### src/rtl/datapath_ctrl_pkg.sv
// Shared encodings for the datapath controller: opcodes, ALU ops, write-back selects, FSM states.
package datapath_ctrl_pkg;

  localparam logic [2:0] OpcMov = 3'b110;
  localparam logic [2:0] OpcAlu = 3'b101;

  localparam logic [1:0] OpAdd = 2'b00;
  localparam logic [1:0] OpCmp = 2'b01;
  localparam logic [1:0] OpAnd = 2'b10;
  localparam logic [1:0] OpMvn = 2'b11;

  localparam logic [1:0] VselC   = 2'b00;
  localparam logic [1:0] VselImm = 2'b10;

  typedef enum logic [2:0] {
    StWait,
    StDecode,
    StGetA,
    StGetB,
    StAlu,
    StWrReg,
    StWrImm
  } state_e;

  typedef struct packed {
    logic [2:0] opcode;
    logic [1:0] op;
    logic [2:0] rn;
    logic [2:0] rd;
    logic [1:0] sh;
    logic [2:0] rm;
  } instr_fields_t;

  typedef struct packed {
    logic       w;
    logic       err;
    logic [2:0] readnum;
    logic [2:0] writenum;
    logic       write;
    logic       loada;
    logic       loadb;
    logic       loadc;
    logic       loads;
    logic       asel;
    logic [1:0] vsel;
    logic [1:0] shift;
    logic [1:0] aluop;
  } ctrl_t;

  function automatic logic is_cmp(instr_fields_t f);
    return (f.opcode == OpcAlu) && (f.op == OpCmp);
  endfunction

  // State reached from DECODE; StWait means the instruction is illegal.
  function automatic state_e decode_target(instr_fields_t f);
    state_e nxt;
    nxt = StWait;
    if (f.opcode == OpcMov) begin
      if (f.op == OpAnd)      nxt = StWrImm;
      else if (f.op == OpAdd) nxt = StGetB;
    end else if (f.opcode == OpcAlu) begin
      nxt = (f.op == OpMvn) ? StGetB : StGetA;
    end
    return nxt;
  endfunction

endpackage

### src/rtl/datapath_ctrl_instr_dec.sv
// Combinational instruction field extraction and imm8 sign extension.
module instr_dec
  import datapath_ctrl_pkg::*;
(
  input  logic [15:0]   ir,
  output instr_fields_t fields,
  output logic [15:0]   sximm8
);

  always_comb begin
    fields.opcode = ir[15:13];
    fields.op     = ir[12:11];
    fields.rn     = ir[10:8];
    fields.rd     = ir[7:5];
    fields.sh     = ir[4:3];
    fields.rm     = ir[2:0];
  end

  assign sximm8 = {{8{ir[7]}}, ir[7:0]};

endmodule

### src/rtl/datapath_ctrl.sv
// Multi-cycle controller: latches an instruction in WAIT and sequences register-file/ALU strobes.
module datapath_ctrl
  import datapath_ctrl_pkg::*;
(
  input  logic        clk,
  input  logic        rst_n,
  input  logic        s,
  input  logic [15:0] instr,
  output logic        w,
  output logic        err,
  output logic [2:0]  readnum,
  output logic [2:0]  writenum,
  output logic        write,
  output logic        loada,
  output logic        loadb,
  output logic        loadc,
  output logic        loads,
  output logic        asel,
  output logic [1:0]  vsel,
  output logic [1:0]  shift,
  output logic [1:0]  aluop,
  output logic [15:0] sximm8
);

  state_e        state_q, state_d;
  logic [15:0]   ir_q, ir_d;
  instr_fields_t f_d;
  logic [15:0]   sximm8_d, sximm8_q;
  ctrl_t         ctrl_d, ctrl_q;

  // instr is only sampled on the accepting edge; afterwards the latch holds.
  assign ir_d = ((state_q == StWait) && s) ? instr : ir_q;

  instr_dec u_instr_dec (
    .ir    (ir_d),
    .fields(f_d),
    .sximm8(sximm8_d)
  );

  always_comb begin
    state_d = state_q;
    unique case (state_q)
      StWait:   if (s) state_d = StDecode;
      StDecode: state_d = decode_target(f_d);
      StGetA:   state_d = StGetB;
      StGetB:   state_d = StAlu;
      StAlu:    state_d = is_cmp(f_d) ? StWait : StWrReg;
      StWrReg:  state_d = StWait;
      StWrImm:  state_d = StWait;
      default:  state_d = StWait;
    endcase
  end

  // Outputs are the Moore decode of the next state/instruction, registered alongside them.
  always_comb begin
    ctrl_d       = '0;
    ctrl_d.shift = f_d.sh;
    ctrl_d.aluop = f_d.op;
    unique case (state_d)
      StWait:   ctrl_d.w = 1'b1;
      StDecode: ctrl_d.err = (decode_target(f_d) == StWait);
      StGetA: begin
        ctrl_d.readnum = f_d.rn;
        ctrl_d.loada   = 1'b1;
      end
      StGetB: begin
        ctrl_d.readnum = f_d.rm;
        ctrl_d.loadb   = 1'b1;
      end
      StAlu: begin
        ctrl_d.asel = (f_d.opcode == OpcMov);
        if (is_cmp(f_d)) ctrl_d.loads = 1'b1;
        else             ctrl_d.loadc = 1'b1;
      end
      StWrReg: begin
        ctrl_d.writenum = f_d.rd;
        ctrl_d.vsel     = VselC;
        ctrl_d.write    = 1'b1;
      end
      StWrImm: begin
        ctrl_d.writenum = f_d.rn;
        ctrl_d.vsel     = VselImm;
        ctrl_d.write    = 1'b1;
      end
      default: ctrl_d.w = 1'b1;
    endcase
  end

  always_ff @(posedge clk or negedge rst_n) begin
    if (!rst_n) begin
      state_q  <= StWait;
      ir_q     <= '0;
      sximm8_q <= '0;
      ctrl_q   <= '0;
      ctrl_q.w <= 1'b1;
    end else begin
      state_q  <= state_d;
      ir_q     <= ir_d;
      sximm8_q <= sximm8_d;
      ctrl_q   <= ctrl_d;
    end
  end

  assign w        = ctrl_q.w;
  assign err      = ctrl_q.err;
  assign readnum  = ctrl_q.readnum;
  assign writenum = ctrl_q.writenum;
  assign write    = ctrl_q.write;
  assign loada    = ctrl_q.loada;
  assign loadb    = ctrl_q.loadb;
  assign loadc    = ctrl_q.loadc;
  assign loads    = ctrl_q.loads;
  assign asel     = ctrl_q.asel;
  assign vsel     = ctrl_q.vsel;
  assign shift    = ctrl_q.shift;
  assign aluop    = ctrl_q.aluop;
  assign sximm8   = sximm8_q;

endmodule

### config.mk
export PLATFORM = sky130hd
export DESIGN_NAME = datapath_ctrl
export DESIGN_NICKNAME = d
export VERILOG_FILES = /design/src/rtl/datapath_ctrl_pkg.sv /design/src/rtl/datapath_ctrl_instr_dec.sv /design/src/rtl/datapath_ctrl.sv
export SDC_FILE = /design/constraint.sdc
export NUM_CORES = 1
export LEC_CHECK = 0
export BUFFER_PORTS_ARGS = -buffer_cell sky130_fd_sc_hd__buf_2
export CAP_MARGIN = 15
export CORE_MARGIN = 3
export CORE_UTILIZATION = 50
export CTS_BUF_LIST = sky130_fd_sc_hd__clkbuf_4 sky130_fd_sc_hd__clkbuf_8
export CTS_CLUSTER_SIZE = 40
export DETAILED_ROUTE_END_ITERATION = 10
export PLACE_DENSITY = 0.81
export SLEW_MARGIN = 20
export SYNTH_ARGS = -nofsm -noshare
export SYNTH_HDL_FRONTEND = slang
export SYNTH_HIERARCHICAL = 1
export SYNTH_SLANG_ARGS = --single-unit
### constraint.sdc
create_clock -name clk -period 4.7 [get_ports clk]
set_input_delay 0.235 -clock clk [delete_from_list [all_inputs] [get_ports clk]]
set_output_delay 0.235 -clock clk [all_outputs]
set_load 0.03 [all_outputs]
# Word-level counts from Yosys, hierarchy flattened
# Index checks and enable logic that the tools add are counted.
# word_totals
ff_bits,47
latchBits,0
ramBits,0
mem_bits_ro,0
in_bits,19
output_inout_bits,36
word_cells,57
n_memories,0
# op_classes
n_addsub,0
multipliers,0
n_div,0
n_lt_le_gt_ge,0
eq_ne,15
n_shift,0
mux,20
bitwise,0
n_reduce_logical,6
# ops
op,count
3-bit == test (second input constant),6
3-bit 2-to-1 mux,6
16-bit 2-to-1 mux,1
3-bit case mux with 5 select lines,1
3-bit by 2-bit == test with 1-bit output (second input constant),4
4-bit case mux with 2 select lines,1
1-bit 2-to-1 mux,7
3-bit by 1-bit == test with 1-bit output (second input constant),2
3-bit zero test,2
2-bit 2-to-1 mux,3
3-bit case mux with 2 select lines,1
6-bit OR reduction,1
2-bit == test (second input constant),2
2-bit by 1-bit == test with 1-bit output (second input constant),1
1-bit logical AND,2
2-bit zero test,1

# Depth between registers and ports, before layout
# logic_depth
word_depth,12
depth_mapped,10
mapped_depth_nobuf,6

# Modules after synthesis
# Netlist, hierarchy kept.
# by_module_without_submodules
mod,instances,cells_per_inst,area_per_inst_um2,seq_area_each_um2
datapath_ctrl,1,127,1908.1,1352.5
instr_dec,1,32,240.2,0.0

# Worst setup path before layout
# OpenSTA, ideal clock, no wires.
# synth_path
path_type,register -> register
start,register state_q[1]
end,"register ctrl_q, in the netlist readnum[0]"
setup_ns,0.101
arrival_time_ns,2.916
t_required_ns,4.599
slack_ns,1.683
path_stages_with_launch,10
path_buffers,3
period_less_slack_ns,3.017
path_cell_list,dfrtp_1 > clkbuf_1 > nor4b_4 > buf_2 > mux2_2 > buf_4 > or4b_1 > a211o_1 > a21o_1 > o32ai_1
# synth_lines
item,line_no,rtl
from (decl),datapath_ctrl.sv:25,"state_e state_q, state_d;"
from (signal assigned),datapath_ctrl.sv:91,state_q <= StWait;
from (signal assigned),datapath_ctrl.sv:97,state_q <= state_d;
to (signal assigned),datapath_ctrl.sv:100,ctrl_q <= ctrl_d;
to (decl),datapath_ctrl.sv:29,"ctrl_t ctrl_d, ctrl_q;"

==> metrics.txt <==
# TYPE chip_impl_metric gauge
chip_impl_metric{name="met3_wirelength",unit="um"} 233
chip_impl_metric{name="setup_slack",unit="ns"} 1.82
chip_impl_metric{name="wl_met2",unit="um"} 1560
chip_impl_metric{name="routed_wl",unit="um"} 3260
chip_impl_metric{name="grt.total_usage",unit="%"} 13.7
chip_impl_metric{name="count_of_placed_standard_cells_including_taps",unit=""} 226
chip_impl_info{name="yosys-top-cells-count",value="dfrtp_1, buf_4, mux2_2, inv_1, nor2_1"} 1
chip_impl_metric{name="gpl_wtd_cong",unit=""} 0.885
chip_impl_metric{name="cap_violations",unit=""} 0
chip_impl_metric{name="h_tree_levels",unit=""} 2
chip_impl_metric{name="syn_area_per_cell",unit="um^2"} 13.5
chip_impl_metric{name="post-synth-top-area-fraction",unit="%"} 61.7
chip_impl_metric{name="timing.final.crit_share",unit="%"} 61.4
chip_impl_metric{name="numPortBuffers",unit=""} 53
chip_impl_info{name="critical_path.reg2reg.startpoint",value="state_q[1]"} 1
chip_impl_metric{name="r2r_setup_slack",unit="ns"} 1.82
chip_impl_metric{name="placed_inst_area",unit="um^2"} 2220
chip_impl_metric{name="setup_viol",unit=""} 0
chip_impl_metric{name="register_area",unit="um^2"} 1350
chip_impl_info{name="worst_hold_path_type",value="input port to async pin"} 1
chip_impl_metric{name="timing_hold_violations_final",unit=""} 0
chip_impl_metric{name="critical_path_peak_fanout",unit=""} 8
chip_impl_metric{name="route.antenna.remaining_nets",unit=""} 0
chip_impl_metric{name="cts.repair_timing.setup_buffer_count",unit=""} 0
chip_impl_info{name="highest_layer",value="met4"} 1
chip_impl_metric{name="clock.fmax",unit="GHz"} 0.347
chip_impl_metric{name="asyncSetResetFlopFracSynth",unit="%"} 100
chip_impl_metric{name="top_level_ports",unit=""} 55
chip_impl_metric{name="timing_worst_slew_pin_value",unit="ns"} 0.642
chip_impl_info{name="worstSetupEndpointType",value="register"} 1
chip_impl_metric{name="die_height",unit="um"} 71.6
chip_impl_metric{name="finalCriticalPeriod",unit="ns"} 2.88
chip_impl_info{name="critical_path.cell_chain",value="nor4b_4 > mux2_2 > or3b_1 > a211oi_1 > nand4b_1 > o32ai_1"} 1
chip_impl_metric{name="area.growth.synth_to_final",unit="%"} 7.80
chip_impl_metric{name="clk_latency",unit="ns"} 0.30
chip_impl_info{name="postSynth.topFlopCell",value="dfrtp_1"} 1
chip_impl_metric{name="postSynthRegisterBits",unit=""} 54
chip_impl_info{name="most_common_cell_in_the_netlist",value="dfrtp_1"} 1
chip_impl_metric{name="postCtsHoldBufs",unit=""} 0
chip_impl_metric{name="fp-row-count",unit=""} 23
chip_impl_metric{name="finish.net_count",unit=""} 202
chip_impl_metric{name="grt_max_degree",unit=""} 55
chip_impl_metric{name="fin_worst_skew",unit="ns"} 0.00943
chip_impl_metric{name="final.fill_count",unit=""} 342
chip_impl_metric{name="whs",unit="ns"} 0.0415
chip_impl_metric{name="first_pass_iters",unit=""} 4
chip_impl_metric{name="number_of_synthesized_flops_with_an_enable_pin",unit=""} 0
chip_impl_info{name="cts_root_buf",value="clkbuf_8"} 1
chip_impl_metric{name="place_worst_setup_slack",unit="ns"} 1.85
chip_impl_metric{name="fin_area",unit="um^2"} 2320
chip_impl_metric{name="initial_drc_count",unit=""} 48
chip_impl_metric{name="die_area",unit="um^2"} 5120
chip_impl_metric{name="antenna_violations_before_repair",unit=""} 0
chip_impl_metric{name="wire_per_inst",unit="um"} 13.9
chip_impl_metric{name="dp_hpwl",unit="um"} 2330
chip_impl_metric{name="coreArea",unit="um^2"} 4090
chip_impl_info{name="tritoncts_clock_tree",value="done"} 1
chip_impl_metric{name="critPathArrivalTime",unit="ns"} 3.07
chip_impl_metric{name="starting_density",unit="%"} 52.6
chip_impl_metric{name="tritoncts_num_sinks",unit=""} 54
chip_impl_metric{name="drive_above_1_share",unit="%"} 45.1
chip_impl_metric{name="slew_headroom",unit="%"} 57.2
chip_impl_metric{name="vdd.ir_drop.worst",unit="V"} 0.000350
chip_impl_metric{name="detailroute.via_count",unit=""} 1136
chip_impl_metric{name="yosysSeqAreaShare",unit="%"} 63.0
chip_impl_metric{name="rr_worst_depth",unit=""} 6
chip_impl_metric{name="worst-endpoint-required",unit="ns"} 4.89
chip_impl_metric{name="cts_buffers",unit=""} 5
chip_impl_metric{name="syn-num-nets",unit=""} 178
chip_impl_metric{name="post_cts.resized_instances",unit=""} 0
chip_impl_metric{name="finalSetupTns",unit="ns"} 0
chip_impl_metric{name="grt_pass1_vias",unit=""} 1154
chip_impl_metric{name="drt_drc_violations_left",unit=""} 0
chip_impl_info{name="status",value="complete, no violations"} 1
chip_impl_metric{name="delay_contributed_by_the_slowest_stage_of_the_critical_path",unit="ns"} 0.55
chip_impl_info{name="crit-reg2reg-capture",value="readnum[2]"} 1
chip_impl_metric{name="p_per_area",unit="nW/um^2"} 749
chip_impl_info{name="critPathLaunchType",value="register"} 1
chip_impl_metric{name="power_leakage",unit="nW"} 1.18
chip_impl_metric{name="area_of_the_mapped_netlist",unit="um^2"} 2150
chip_impl_metric{name="cts.reportedPaths.clkPinSlew",unit="ns"} 0.09
chip_impl_metric{name="clock_path_buffers",unit=""} 2
chip_impl_metric{name="synth.yosys.warnings",unit=""} 6
chip_impl_metric{name="final-instance-count-excl-fill",unit=""} 234
chip_impl_metric{name="syn-instance-count",unit=""} 159
chip_impl_metric{name="die_x",unit="um"} 71.6
chip_impl_metric{name="grt_pass1_wl",unit="um"} 5390
chip_impl_metric{name="detail_route.wirelength.met1",unit="um"} 1410
chip_impl_info{name="netlist.top_cell.by_area",value="dfrtp_1"} 1
chip_impl_metric{name="ys_types",unit=""} 33
chip_impl_info{name="crit_path_max_delay_cell_type",value="nor4b_4"} 1
chip_impl_metric{name="grt-ovfl-total",unit=""} 0
chip_impl_metric{name="routed_via_density",unit=""} 4.85
chip_impl_info{name="post_synth_main_area_contributors",value="dfrtp_1, buf_4, mux2_2, inv_1, dfstp_2"} 1
chip_impl_info{name="grt_setup_unrepaired",value="false"} 1
chip_impl_metric{name="multiInputGateArea",unit="um^2"} 495
chip_impl_info{name="timing.setup.critical_path_class",value="register to register"} 1
chip_impl_metric{name="report.final.slew_viol_count",unit=""} 0
chip_impl_metric{name="antenna_cells",unit=""} 0
[cells in the final DEF, fill, tap and decap left out, types with 2 or more instances in the layout]
master    Yosys  layout
clkbuf_8      0       6
nand4b_1      3       3
nor2_1        6       6
or2_2         2       2
nor3_1        3       3
o32ai_1       3       3
dfrtp_1      53      53
buf_4        33       2
inv_1         8       8
buf_2         3      53
a22o_1        3       3
a211o_1       2       2
a21oi_1       2       2
nand2b_1      3       3
mux2_2       15      15
[kinds of logic (layout without fill, tap and decap cells)]
| kind of cell | count (synthesis) | in the layout | synth area share [%] |
|---|---|---|---|
| simple gates | 26 | 26 | 8.45 |
| flops | 54 | 54 | 63.0 |
| other cells | 1 | 1 | 0.175 |
| buf+inv | 46 | 71 | 14.0 |
| mux | 16 | 16 | 8.39 |
| compound gates | 16 | 16 | 6.06 |
[per-layer routing]
layer,vias to the layer above,global-route usage [%]
met5,-,0
met4,0,6.26
met3,6,4.35
met2,38,21.9
met1,544,17.0
li1,548,-
[worst max-delay path, delay by kind of cell, from the launching register on]
kind	cells	cell delay, ns
AND/OR/NAND/NOR	3	1.21
flip-flops	1	0.48
AO/OA/AOI/OAI	2	0.63
multiplexers	1	0.45
[cell type report]
cell class	instances	share of cell area [%]
timing repair buffer	55	12.1
tap	50	2.70
clock buffer	7	3.89
multi-input combinational	59	21.4
clock inverter	1	0.216
inverter	8	1.30
sequential	54	58.4
[how the worst max path moves through the flow]
stage / startpoint / end / slack, ns / cells after the start
finish: state_q[1] / readnum[2] / 1.82 / 6
global route: state_q[1] / readnum[2] / 1.60 / 6
CTS: state_q[1] / readnum[2] / 1.82 / 6
detailed placement: state_q[1] / readnum[2] / 1.85 / 6
global placement: state_q[1] / readnum[1] / 1.95 / 6
floorplan: state_q[1] / readnum[0] / 1.68 / 9
[flip-flops by register name, summed over array words and instances (netlist names), 2 cells and up]
| signal | flops |
|---|---|
| ir_q | 16 |
| sximm8 | 16 |
| readnum | 3 |
| state_q | 3 |
| writenum | 3 |
| aluop | 2 |
| shift | 2 |
[stage by stage]
step                utilization [%]  total power [mW]
floorplan                         -              1.51
global placement               54.3              1.48
detailed placement             54.3              1.50
CTS                            56.7              1.76
global route                   56.7              1.84
finish                         56.7              1.74
[report_power, final]
part / switching (mW) / total (mW) / internal (mW)
clock: 0.132 / 0.257 / 0.125
sequential: 0.0660 / 0.733 / 0.667
combinational: 0.496 / 0.746 / 0.250
total: 0.694 / 1.74 / 1.04
No activity file was read; power rests on OpenSTA's default activity.
